`config.mk`:
```
export PLATFORM = sky130hd
export DESIGN_NAME = nihilist_stream_ctrl_flat
export DESIGN_NICKNAME = d
export VERILOG_FILES = /design/src/rtl/nihilist_stream_ctrl_pkg.sv /design/src/rtl/nihilist_stream_ctrl_if.sv /design/src/rtl/nihilist_char_decode.sv /design/src/rtl/nihilist_stream_ctrl.sv /design/src/flat_wrapper.sv
export SDC_FILE = /design/constraint.sdc
export NUM_CORES = 1
export LEC_CHECK = 0
export CORE_MARGIN = 3
export CORE_UTILIZATION = 45
export DETAILED_ROUTE_END_ITERATION = 10
export GPL_TIMING_DRIVEN = 0
export SLEW_MARGIN = 20
export SYNTH_ARGS = -nofsm -noshare
export SYNTH_HDL_FRONTEND = slang
export SYNTH_SLANG_ARGS = --single-unit
export TNS_END_PERCENT = 10
```
`constraint.sdc`:
```
create_clock -name clk -period 27.5 [get_ports clk]
set_input_delay 5.5 -clock clk [delete_from_list [all_inputs] [get_ports clk]]
set_output_delay 5.5 -clock clk [all_outputs]
set_load 0.01 [all_outputs]
```
`src/rtl/nihilist_stream_ctrl_pkg.sv`:
```
// Shared definitions for the Nihilist/Polybius stream decrypt controller.
// Holds the 5x5 Polybius table (no J), the power-on key, the error glyph,
// the controller state enum, and the table lookup helpers used by the
// controller (key validation) and the character decoder.
package nihilist_stream_ctrl_pkg;

    // Row-major 5x5 table, first character in the most significant byte.
    localparam logic [199:0] POLY_TABLE      = "MATEIBCDFGHKLNOPQRSUVWXYZ";
    localparam logic [71:0]  DEFAULT_KEY     = "PARASCHIV";
    localparam int           DEFAULT_KEY_LEN = 9;
    localparam logic [7:0]   ERR_CHAR        = 8'h3F;

    typedef enum logic [1:0] {
        IDLE  = 2'd0,
        RUN   = 2'd1,
        FLUSH = 2'd2
    } state_t;

    // Table coordinates of a character; row/col are 1..5 when found.
    typedef struct packed {
        logic       found;
        logic [2:0] row;
        logic [2:0] col;
    } poly_pos_t;

    function automatic poly_pos_t char_to_pos(input logic [7:0] ch);
        poly_pos_t pos;
        pos = '{found: 1'b0, row: 3'd0, col: 3'd0};
        for (int k = 0; k < 25; k++) begin
            if (POLY_TABLE[8*(24-k) +: 8] == ch) begin
                pos.found = 1'b1;
                pos.row   = 3'(k / 5 + 1);
                pos.col   = 3'(k % 5 + 1);
            end else begin
                pos = pos;
            end
        end
        return pos;
    endfunction

    function automatic logic in_table(input logic [7:0] ch);
        logic hit;
        hit = 1'b0;
        for (int k = 0; k < 25; k++) begin
            if (POLY_TABLE[8*(24-k) +: 8] == ch) begin
                hit = 1'b1;
            end else begin
                hit = hit;
            end
        end
        return hit;
    endfunction

    // Caller guarantees row/col in 1..5; anything else maps to the error glyph.
    function automatic logic [7:0] pos_to_char(input logic [2:0] row, input logic [2:0] col);
        int idx;
        idx = (int'(row) - 1) * 5 + (int'(col) - 1);
        if (idx < 0 || idx > 24) begin
            return ERR_CHAR;
        end else begin
            return POLY_TABLE[8*(24-idx) +: 8];
        end
    endfunction

    // Power-on key character for store position i (positions past the
    // default key fall back to 'A' so the store never holds an illegal char).
    function automatic logic [7:0] default_key_char(input int i);
        if (i < DEFAULT_KEY_LEN) begin
            return DEFAULT_KEY[8*(DEFAULT_KEY_LEN-1-i) +: 8];
        end else begin
            return 8'h41;
        end
    endfunction

endpackage

```
`src/rtl/nihilist_stream_ctrl_if.sv`:
```
// Ciphertext ingress and plaintext egress stream bundle.
// master: upstream FIFO / text sink side; slave: the controller.
//   in_valid/in_ready/in_data/in_last    ciphertext byte handshake
//   out_valid/out_ready/out_data/out_last/out_err  plaintext handshake
interface nihilist_stream_ctrl_if;
    logic       in_valid;
    logic       in_ready;
    logic [7:0] in_data;
    logic       in_last;
    logic       out_valid;
    logic       out_ready;
    logic [7:0] out_data;
    logic       out_last;
    logic       out_err;

    modport master (
        output in_valid, in_data, in_last, out_ready,
        input  in_ready, out_valid, out_data, out_last, out_err
    );

    modport slave (
        input  in_valid, in_data, in_last, out_ready,
        output in_ready, out_valid, out_data, out_last, out_err
    );
endinterface

```
`src/rtl/nihilist_char_decode.sv`:
```
// Combinational single-character Nihilist decode.
//   cipher_i   ciphertext value (row*10+col sum)
//   key_char_i current key character (expected to be in the table)
//   plain_o    decoded plaintext, or ERR_CHAR on failure
//   err_o      decode failure: underflow, or row/col digit outside 1..5
module nihilist_char_decode
    import nihilist_stream_ctrl_pkg::*;
(
    input  logic [7:0] cipher_i,
    input  logic [7:0] key_char_i,
    output logic [7:0] plain_o,
    output logic       err_o
);
    poly_pos_t  key_pos_s;
    logic [7:0] ksum_s;
    logic [7:0] diff_s;
    logic [7:0] row_s;
    logic [7:0] col_s;

    // Strip the key contribution, split the remainder into two digits.
    always_comb begin
        key_pos_s = char_to_pos(key_char_i);
        ksum_s    = 8'(key_pos_s.row) * 8'd10 + 8'(key_pos_s.col);
        diff_s    = cipher_i - ksum_s;
        row_s     = diff_s / 8'd10;
        col_s     = diff_s % 8'd10;
        // Underflow is checked on the raw operands; diff_s is meaningless then.
        if (!key_pos_s.found || (cipher_i < ksum_s) ||
            (row_s < 8'd1) || (row_s > 8'd5) ||
            (col_s < 8'd1) || (col_s > 8'd5)) begin
            plain_o = ERR_CHAR;
            err_o   = 1'b1;
        end else begin
            plain_o = pos_to_char(row_s[2:0], col_s[2:0]);
            err_o   = 1'b0;
        end
    end
endmodule

```
`src/rtl/nihilist_stream_ctrl.sv`:
```
// Nihilist decrypt sequencing controller: message framing FSM, programmable
// key store, per-character key cycling, one-deep output register, error count.
//   clk, rst_n                 clock, async active-low reset
//   start / busy / done        message framing
//   key_we/key_addr/key_data   key character write (IDLE only)
//   key_len_we/key_len_in      key length write (IDLE only)
//   cfg_err                    one-cycle pulse on a rejected config write
//   err_cnt                    saturating decode-error count for the message
//   strm                       ciphertext in / plaintext out streams
module nihilist_stream_ctrl
    import nihilist_stream_ctrl_pkg::*;
#(
    parameter int MAX_KEY = 9,
    parameter int KIW     = 4
) (
    input  logic                  clk,
    input  logic                  rst_n,
    input  logic                  start,
    output logic                  busy,
    output logic                  done,
    input  logic                  key_we,
    input  logic [KIW-1:0]        key_addr,
    input  logic [7:0]            key_data,
    input  logic                  key_len_we,
    input  logic [KIW-1:0]        key_len_in,
    output logic                  cfg_err,
    output logic [7:0]            err_cnt,
    nihilist_stream_ctrl_if.slave strm
);
    localparam int             DEF_LEN   = (MAX_KEY < DEFAULT_KEY_LEN) ? MAX_KEY : DEFAULT_KEY_LEN;
    localparam logic [KIW-1:0] MAX_KEY_K = KIW'(MAX_KEY);
    localparam logic [KIW-1:0] DEF_LEN_K = KIW'(DEF_LEN);

    state_t         state_q,     state_d;
    logic           busy_q,      busy_d;
    logic           done_q,      done_d;
    logic           cfg_err_q,   cfg_err_d;
    logic           out_valid_q, out_valid_d;
    logic [7:0]     out_data_q,  out_data_d;
    logic           out_last_q,  out_last_d;
    logic           out_err_q,   out_err_d;
    logic [7:0]     err_cnt_q,   err_cnt_d;
    logic [KIW-1:0] key_idx_q,   key_idx_d;
    logic [KIW-1:0] key_len_q,   key_len_d;
    logic [7:0]     key_q [MAX_KEY];
    logic [7:0]     key_d [MAX_KEY];

    logic           in_ready_s;
    logic           accept_s;
    logic           out_fire_s;
    logic           key_ok_s;
    logic           len_ok_s;
    logic [7:0]     dec_char_s;
    logic           dec_err_s;

    // Input is taken whenever the single output slot is free or draining.
    assign in_ready_s = (state_q == RUN) && (!out_valid_q || strm.out_ready);
    assign accept_s   = strm.in_valid && in_ready_s;
    assign out_fire_s = out_valid_q && strm.out_ready;

    nihilist_char_decode u_decode (
        .cipher_i   (strm.in_data),
        .key_char_i (key_q[key_idx_q]),
        .plain_o    (dec_char_s),
        .err_o      (dec_err_s)
    );

    // Next-state logic: config writes, output slot, FSM, key cycling, error count.
    always_comb begin
        state_d     = state_q;
        done_d      = 1'b0;
        out_valid_d = out_valid_q;
        out_data_d  = out_data_q;
        out_last_d  = out_last_q;
        out_err_d   = out_err_q;
        err_cnt_d   = err_cnt_q;
        key_idx_d   = key_idx_q;
        key_len_d   = key_len_q;
        key_d       = key_q;

        // The two config strobes are judged independently.
        key_ok_s  = key_we && (state_q == IDLE) && (key_addr < MAX_KEY_K) && in_table(key_data);
        len_ok_s  = key_len_we && (state_q == IDLE) && (key_len_in != {KIW{1'b0}}) &&
                    (key_len_in <= MAX_KEY_K);
        cfg_err_d = (key_we && !key_ok_s) || (key_len_we && !len_ok_s);
        if (key_ok_s) begin
            key_d[key_addr] = key_data;
        end else begin
            key_d = key_d;
        end
        if (len_ok_s) begin
            key_len_d = key_len_in;
        end else begin
            key_len_d = key_len_q;
        end

        if (accept_s) begin
            out_valid_d = 1'b1;
            out_data_d  = dec_char_s;
            out_err_d   = dec_err_s;
            out_last_d  = strm.in_last;
        end else if (out_fire_s) begin
            out_valid_d = 1'b0;
        end else begin
            out_valid_d = out_valid_q;
        end

        case (state_q)
            IDLE: begin
                if (start) begin
                    state_d   = RUN;
                    key_idx_d = {KIW{1'b0}};
                    err_cnt_d = 8'd0;
                end else begin
                    state_d = IDLE;
                end
            end
            RUN: begin
                if (accept_s) begin
                    if (key_idx_q == key_len_q - KIW'(1)) begin
                        key_idx_d = {KIW{1'b0}};
                    end else begin
                        key_idx_d = key_idx_q + KIW'(1);
                    end
                    if (dec_err_s && (err_cnt_q != 8'hFF)) begin
                        err_cnt_d = err_cnt_q + 8'd1;
                    end else begin
                        err_cnt_d = err_cnt_q;
                    end
                    if (strm.in_last) begin
                        state_d = FLUSH;
                    end else begin
                        state_d = RUN;
                    end
                end else begin
                    state_d = RUN;
                end
            end
            FLUSH: begin
                // Stay busy until the last plaintext char leaves the slot.
                if (out_fire_s && out_last_q) begin
                    state_d = IDLE;
                    done_d  = 1'b1;
                end else begin
                    state_d = FLUSH;
                end
            end
            default: begin
                state_d = IDLE;
            end
        endcase

        busy_d = (state_d != IDLE);
    end

    // State registers; reset also restores the power-on key and length.
    always_ff @(posedge clk or negedge rst_n) begin
        if (!rst_n) begin
            state_q     <= IDLE;
            busy_q      <= 1'b0;
            done_q      <= 1'b0;
            cfg_err_q   <= 1'b0;
            out_valid_q <= 1'b0;
            out_data_q  <= 8'd0;
            out_last_q  <= 1'b0;
            out_err_q   <= 1'b0;
            err_cnt_q   <= 8'd0;
            key_idx_q   <= {KIW{1'b0}};
            key_len_q   <= DEF_LEN_K;
            for (int i = 0; i < MAX_KEY; i++) begin
                key_q[i] <= default_key_char(i);
            end
        end else begin
            state_q     <= state_d;
            busy_q      <= busy_d;
            done_q      <= done_d;
            cfg_err_q   <= cfg_err_d;
            out_valid_q <= out_valid_d;
            out_data_q  <= out_data_d;
            out_last_q  <= out_last_d;
            out_err_q   <= out_err_d;
            err_cnt_q   <= err_cnt_d;
            key_idx_q   <= key_idx_d;
            key_len_q   <= key_len_d;
            key_q       <= key_d;
        end
    end

    assign busy          = busy_q;
    assign done          = done_q;
    assign cfg_err       = cfg_err_q;
    assign err_cnt       = err_cnt_q;
    assign strm.in_ready  = in_ready_s;
    assign strm.out_valid = out_valid_q;
    assign strm.out_data  = out_data_q;
    assign strm.out_last  = out_last_q;
    assign strm.out_err   = out_err_q;
endmodule
```
`src/flat_wrapper.sv`:
```
// flat-port wrapper written by rule: the top's interface ports become plain ports
module nihilist_stream_ctrl_flat import nihilist_stream_ctrl_pkg::*;
#(
    parameter int MAX_KEY = 9,
    parameter int KIW     = 4
)
  (clk, rst_n, start, busy, done, key_we, key_addr, key_data, key_len_we, key_len_in, cfg_err, err_cnt, strm_in_valid, strm_in_data, strm_in_last, strm_out_ready, strm_in_ready, strm_out_valid, strm_out_data, strm_out_last, strm_out_err);
  nihilist_stream_ctrl_if strm_i ();
  input  logic clk;
  input  logic rst_n;
  input  logic start;
  output logic busy;
  output logic done;
  input  logic key_we;
  input  logic [KIW-1:0] key_addr;
  input  logic [7:0] key_data;
  input  logic key_len_we;
  input  logic [KIW-1:0] key_len_in;
  output logic cfg_err;
  output logic [7:0] err_cnt;
  input wire logic [$bits(strm_i.in_valid)-1:0] strm_in_valid;
  input wire logic [$bits(strm_i.in_data)-1:0] strm_in_data;
  input wire logic [$bits(strm_i.in_last)-1:0] strm_in_last;
  input wire logic [$bits(strm_i.out_ready)-1:0] strm_out_ready;
  output wire logic [$bits(strm_i.in_ready)-1:0] strm_in_ready;
  output wire logic [$bits(strm_i.out_valid)-1:0] strm_out_valid;
  output wire logic [$bits(strm_i.out_data)-1:0] strm_out_data;
  output wire logic [$bits(strm_i.out_last)-1:0] strm_out_last;
  output wire logic [$bits(strm_i.out_err)-1:0] strm_out_err;
  assign strm_i.in_valid = strm_in_valid;
  assign strm_i.in_data = strm_in_data;
  assign strm_i.in_last = strm_in_last;
  assign strm_i.out_ready = strm_out_ready;
  assign strm_in_ready = strm_i.in_ready;
  assign strm_out_valid = strm_i.out_valid;
  assign strm_out_data = strm_i.out_data;
  assign strm_out_last = strm_i.out_last;
  assign strm_out_err = strm_i.out_err;
  nihilist_stream_ctrl #(.MAX_KEY(MAX_KEY), .KIW(KIW)) u_core (.clk(clk), .rst_n(rst_n), .start(start), .busy(busy), .done(done), .key_we(key_we), .key_addr(key_addr), .key_data(key_data), .key_len_we(key_len_we), .key_len_in(key_len_in), .cfg_err(cfg_err), .err_cnt(err_cnt), .strm(strm_i));
endmodule
```
### Yosys cells after proc, flatten, opt, wreduce, memory -nomap -nowiden

Index checks and enable logic that the tools add are counted.

* output and inout bits: 23
* word-level logic and storage cells: 214
* flip-flop bits (word level): 104
* input port bits: 32

* $add $sub $neg: 9
* bitwise logic cells: 2
* div/mod/pow operators: 2
* mux-type cells: 76
* shift-type cells: 1
* multipliers: 2
* magnitude comparators: 12
* eq/ne operators: 57
* reduce and logical (&&, ||, !) cells: 33

Operators by type and width (count)
* $eq A7 B8 Y1 const A: 50
* $shiftx A200 B13 Y8 const A: 1
* $mux W7: 25
* $bwmux W72: 1
* $mux W8: 8
* $bmux W8 S4: 1
* $demux W8 S4: 1
* $mux W1: 31
* $gt A8 B3 Y1 const B: 2
* $lt A8 B1 Y1 const B: 2
* $pmux W8 S2: 1
* $logic_and A1 B1 Y1: 14
* $mux W4: 3
* $ge A5 B5 Y1 const B: 2
* $not A4 Y5: 2
* $sub A6 B9 Y10 const A: 1
* $add A8 B4 Y9: 1
* $gt A9 B6 Y1 const B: 1
* $lt A9 B1 Y1 const B: 1
* $add A7 B3 Y8: 1
* $add A8 B1 Y8 const B: 1
* $div A8 B4 Y8 const B: 1
* $logic_or A1 B1 Y1: 8
* $lt A8 B8 Y1: 1
* other kinds (25): 34

### Depth between registers and ports, before layout

* word-level depth: 44
* depth in mapped cells: 49

### Cells and area by module

A second synthesis with hierarchy kept.

* cells, all modules: 791
* area total of the unflattened synthesis: 7976.4 um^2

Modules (own cells, without submodules)
* nihilist_stream_ctrl: times used 1, cells each 369, area an instance 5013.6 um^2, sequential area each 2636.3 um^2
* nihilist_char_decode: times used 1, cells each 422, area an instance 2962.8 um^2, sequential area each 0.0 um^2

### Least setup slack after synthesis

Ideal clock, no wire load.

* path type: input to register
* start point: input strm_in_data[0]
* end point: register u_core.out_data_q[1], in the netlist u_core.strm.out_data[1]
* arrival: 12.223 ns
* setup time: 0.077 ns
* cell stages on the path: 30
* path slack: 15.200 ns
* cell sequence: inv_1 -> ha_1 -> fa_1 -> nand2b_2 -> a21oi_2 -> o311ai_1 -> nand2_1 -> ha_1 -> a32oi_1 -> mux2_1 -> o21ai_1 -> o211a_2 -> and3_4 -> a31oi_1 -> nor2_1 -> xnor2_1 -> ha_1 -> inv_1 -> xnor2_1 -> ha_1 -> ha_1 -> a21o_1 -> a21oi_1 -> xnor2_1 -> inv_1 -> or3_1 -> mux2i_1 -> a21oi_1 -> or4b_2 -> a21oi_1

* word-level cells in the longest chain between the ends: 9

RTL lines
* start, declared: RTL line flat_wrapper.sv:22 `input wire logic [$bits(strm_i.in_data)-1:0] strm_in_data;`
* $sub A8 B8 Y8: RTL line nihilist_char_decode.sv:24 `diff_s = cipher_i - ksum_s;`
* $div A8 B4 Y8: RTL line nihilist_char_decode.sv:25 `row_s = diff_s / 8'd10;`
* $sub A3 B1 Y4: RTL line nihilist_stream_ctrl_pkg.sv:57 `idx = (int'(row) - 1) * 5 + (int'(col) - 1);`
* $mul A4 B4 Y8: RTL line nihilist_stream_ctrl_pkg.sv:57
* $add A8 B4 Y9: RTL line nihilist_stream_ctrl_pkg.sv:57
* $sub A6 B9 Y10 (tied with other cells): RTL line nihilist_stream_ctrl_pkg.sv:61 `return POLY_TABLE[8*(24-idx) +: 8];`
* $shiftx A200 B13 Y8 / $logic_or A1 B1 Y1 (equally long branches): RTL line nihilist_stream_ctrl_pkg.sv:61, nihilist_stream_ctrl_pkg.sv:58
* $mux W8: RTL line nihilist_stream_ctrl_pkg.sv:58 `if (idx < 0 || idx > 24) begin`
* $mux W8 (*): RTL line nihilist_char_decode.sv:28 `if (!key_pos_s.found || (cipher_i < ksum_s) ||`
* end signal, assigned: RTL line nihilist_stream_ctrl.sv:179 `out_data_q <= out_data_d;`
* end, declared: RTL line nihilist_stream_ctrl.sv:39 `logic [7:0] out_data_q, out_data_d;`

Mark *: on every way between the ends. The rest lies on a longest branch, timed or not.
A chain may end at the register's enable or synchronous reset.

### Worst setup path after layout

Ends and elaborated chain as after synthesis.

==> out/results.txt <==
outcome: finished clean
grt ovf: 0
Inserted Clock Buffers: 9
Max Root-Sink Buffers: 2
syn nets: 821
relative slew slack: 0.381
CP max FO: 8
cells after synthesis: 745
hpwl dp: 12800 um
insertion delay to the later sink of the worst-skew pair: 0.35 ns
Min Hold Slack: 0.486 ns
CP Capture Point: u_core.strm.out_data[1]
YS warnings: 0
Hold Crit Class: register to register
Post-synth EDFFs: 0
Crit path max-delay family: compound AO/OA/AOI/OAI gates
# setup viols final: 0
Worst EP required: 27.78 ns
Die Span Y: 133 um
die area: 0.0176 mm2
CTS tree: yes
Reg2Reg Capture Point: u_core.strm.out_data[1]
Max Fclk: 73.6 MHz
placed insts: 1010
PortBufs: 53
largest net degree at the start of global routing: 79
H-tree level count: 3
setup bufs post-CTS: 0
Startpoint Class: input port
Seq/Total Area, Yosys: 0.362
Rows: 45
Iteration-0 DRC Markers: 318
final count of pins violating max slew: 0
Synth-to-Final Area Change: 15.7%
DIE WIDTH: 133 um
Top FF cell, synth: dfrtp_1
gpl congestion: 0.888
commonest non-fill, non-tap cell in the layout: dfrtp_1
MaxCap Viol Count: 0
Post-CTS Resized: 0
worst reg-to-reg path cell count: 41
Vias/cell: 5.67
Starting Density: 0.468
RR Startpoint: u_core.key_idx_q[1]
CP max stage delay: 0.63 ns
Final Skew: 0.00784 ns
crit path from: strm_in_data[0]
type of element capturing the critical path: register
share of synthesized flip-flops with an asynchronous set or reset: 1.00
number of inserted diodes: 0
Antenna Nets Post-Route: 0
Num Clock Sinks: 103
Root Driver: clkbuf_16
Worst path depth: 31
All-Layer GR Usage: 0.195
Synth Area per Inst: 9.69 um2
final cell count without fillers: 1026
Pre-antenna DRT Iters: 5
CP bufs+invs: 4
number of antenna violations at the first check in global routing: 0
synth unique cells: 91
most frequent CP cell: ha_1
CP arrival: 13.86 ns
worst-margin pin slew: 0.926 ns
post-route DRC violation count: 0
fin crit share: 0.494
Final min period: 13.58 ns
RSZ-0062 raised after global routing: no
register bit count reported by yosys: 103
via count: 5820
routed len/inst: 16.3 um
CTS Hold Bufs: 0
cell area after synthesis: 0.00722 mm2
vias in the first global route: 5701
Total Wirelength: 16700 um
WS Path Type: input port to register
Worst-path clk slew: 0.07 ns
number of primary I/O pins: 55
Setup TNS: 0 ns
CP max-delay cell: or4b_2
Final Hold Viols: 0
Core Area: 0.0154 mm2
most frequent cells in the layout: dfrtp_1, nand2_1, nor2_1, clkdlybuf4s50_1, mux2_2
final net count: 886
fraction of layout cells with a size suffix above 1: 0.177
R2R Setup Slk: 14.98 ns
first-pass GRT wire length: 28400 um
-- logic make-up after synthesis --
group,count (synthesis),share of synthesized area
compound gates,165,0.159
xor+xnor,31,0.0387
fa+ha+maj,45,0.0829
buf+inv,63,0.0343
flops,103,0.362
mux,74,0.131
other cells,1,0.000520
simple gates,263,0.192
-- sequential cells by signal, summed over array words and instances, names as in the netlist --
name,count
u_core.done,1
u_core.state_q,2
u_core.strm.out_last,1
u_core.strm.out_err,1
u_core.key_len_q,4
u_core.key_idx_q,4
u_core.strm.out_valid,1
u_core.key_q,72
u_core.cfg_err,1
u_core.strm.out_data,7
u_core.busy,1
u_core.err_cnt,8
-- stage by stage --
| stage | instance area, um2 | utilization | setup WS (ns) |
|---|---|---|---|
| 2_1_floorplan | 7220 | - | 15.20 |
| 3_3_place_gp | 8010 | 0.519 | 13.73 |
| 3_5_place_dp | 8040 | 0.521 | 13.60 |
| 4_1_cts | 8350 | 0.541 | 13.95 |
| 5_1_grt | 8350 | 0.541 | 13.30 |
| 6_report | 8350 | 0.541 | 13.92 |
-- worst min-delay path by stage --
| stage | startpoint | depth (start not counted) | end |
|---|---|---|---|
| global route | u_core.state_q[0] | 1 | u_core.done |
| finish | u_core.state_q[0] | 1 | u_core.done |
| global placement | u_core.state_q[0] | 1 | u_core.done |
| CTS | u_core.state_q[0] | 1 | u_core.done |
| detailed placement | u_core.key_q[55] | 1 | u_core.key_q[55] |
| floorplan | u_core.state_q[0] | 1 | u_core.done |
-- cells in the mapped netlist, types with 12 or more instances --
cell type / n / share of area
nor2_1: 56 / 0.029
nand2b_1: 13 / 0.011
mux2_2: 50 / 0.078
clkbuf_1: 22 / 0.011
ha_1: 39 / 0.068
inv_1: 33 / 0.017
and3_1: 14 / 0.012
nor2b_1: 16 / 0.014
o21ai_0: 28 / 0.019
xor2_1: 15 / 0.018
a21oi_1: 42 / 0.029
dfstp_2: 27 / 0.098
nand2_1: 64 / 0.033
nand3_1: 27 / 0.019
dfrtp_1: 76 / 0.26
and2_1: 14 / 0.012
xnor2_1: 15 / 0.018
mux2i_1: 12 / 0.017
-- routing by layer --
metal	up-vias	routed length, um	global-route usage
li1	2847	-	-
met1	2814	7740	0.263
met2	140	8150	0.329
met3	19	590	0.0304
met4	0	255	0.0543
met5	-	0	0
-- layout make-up --
class	instances	area, um2
Buffer	29	120
Inverter	34	128
Fill cell	1387	7080
Multi-Input combinational cell	579	4370
Tap cell	211	264
Clock inverter	7	78.8
Sequential cell	103	2610
Clock buffer	9	225
Timing Repair Buffer	54	559
Power is left out: the tool's default activity adds up to more than one toggle a clock period on the data nets, which glitch-free logic cannot reach.
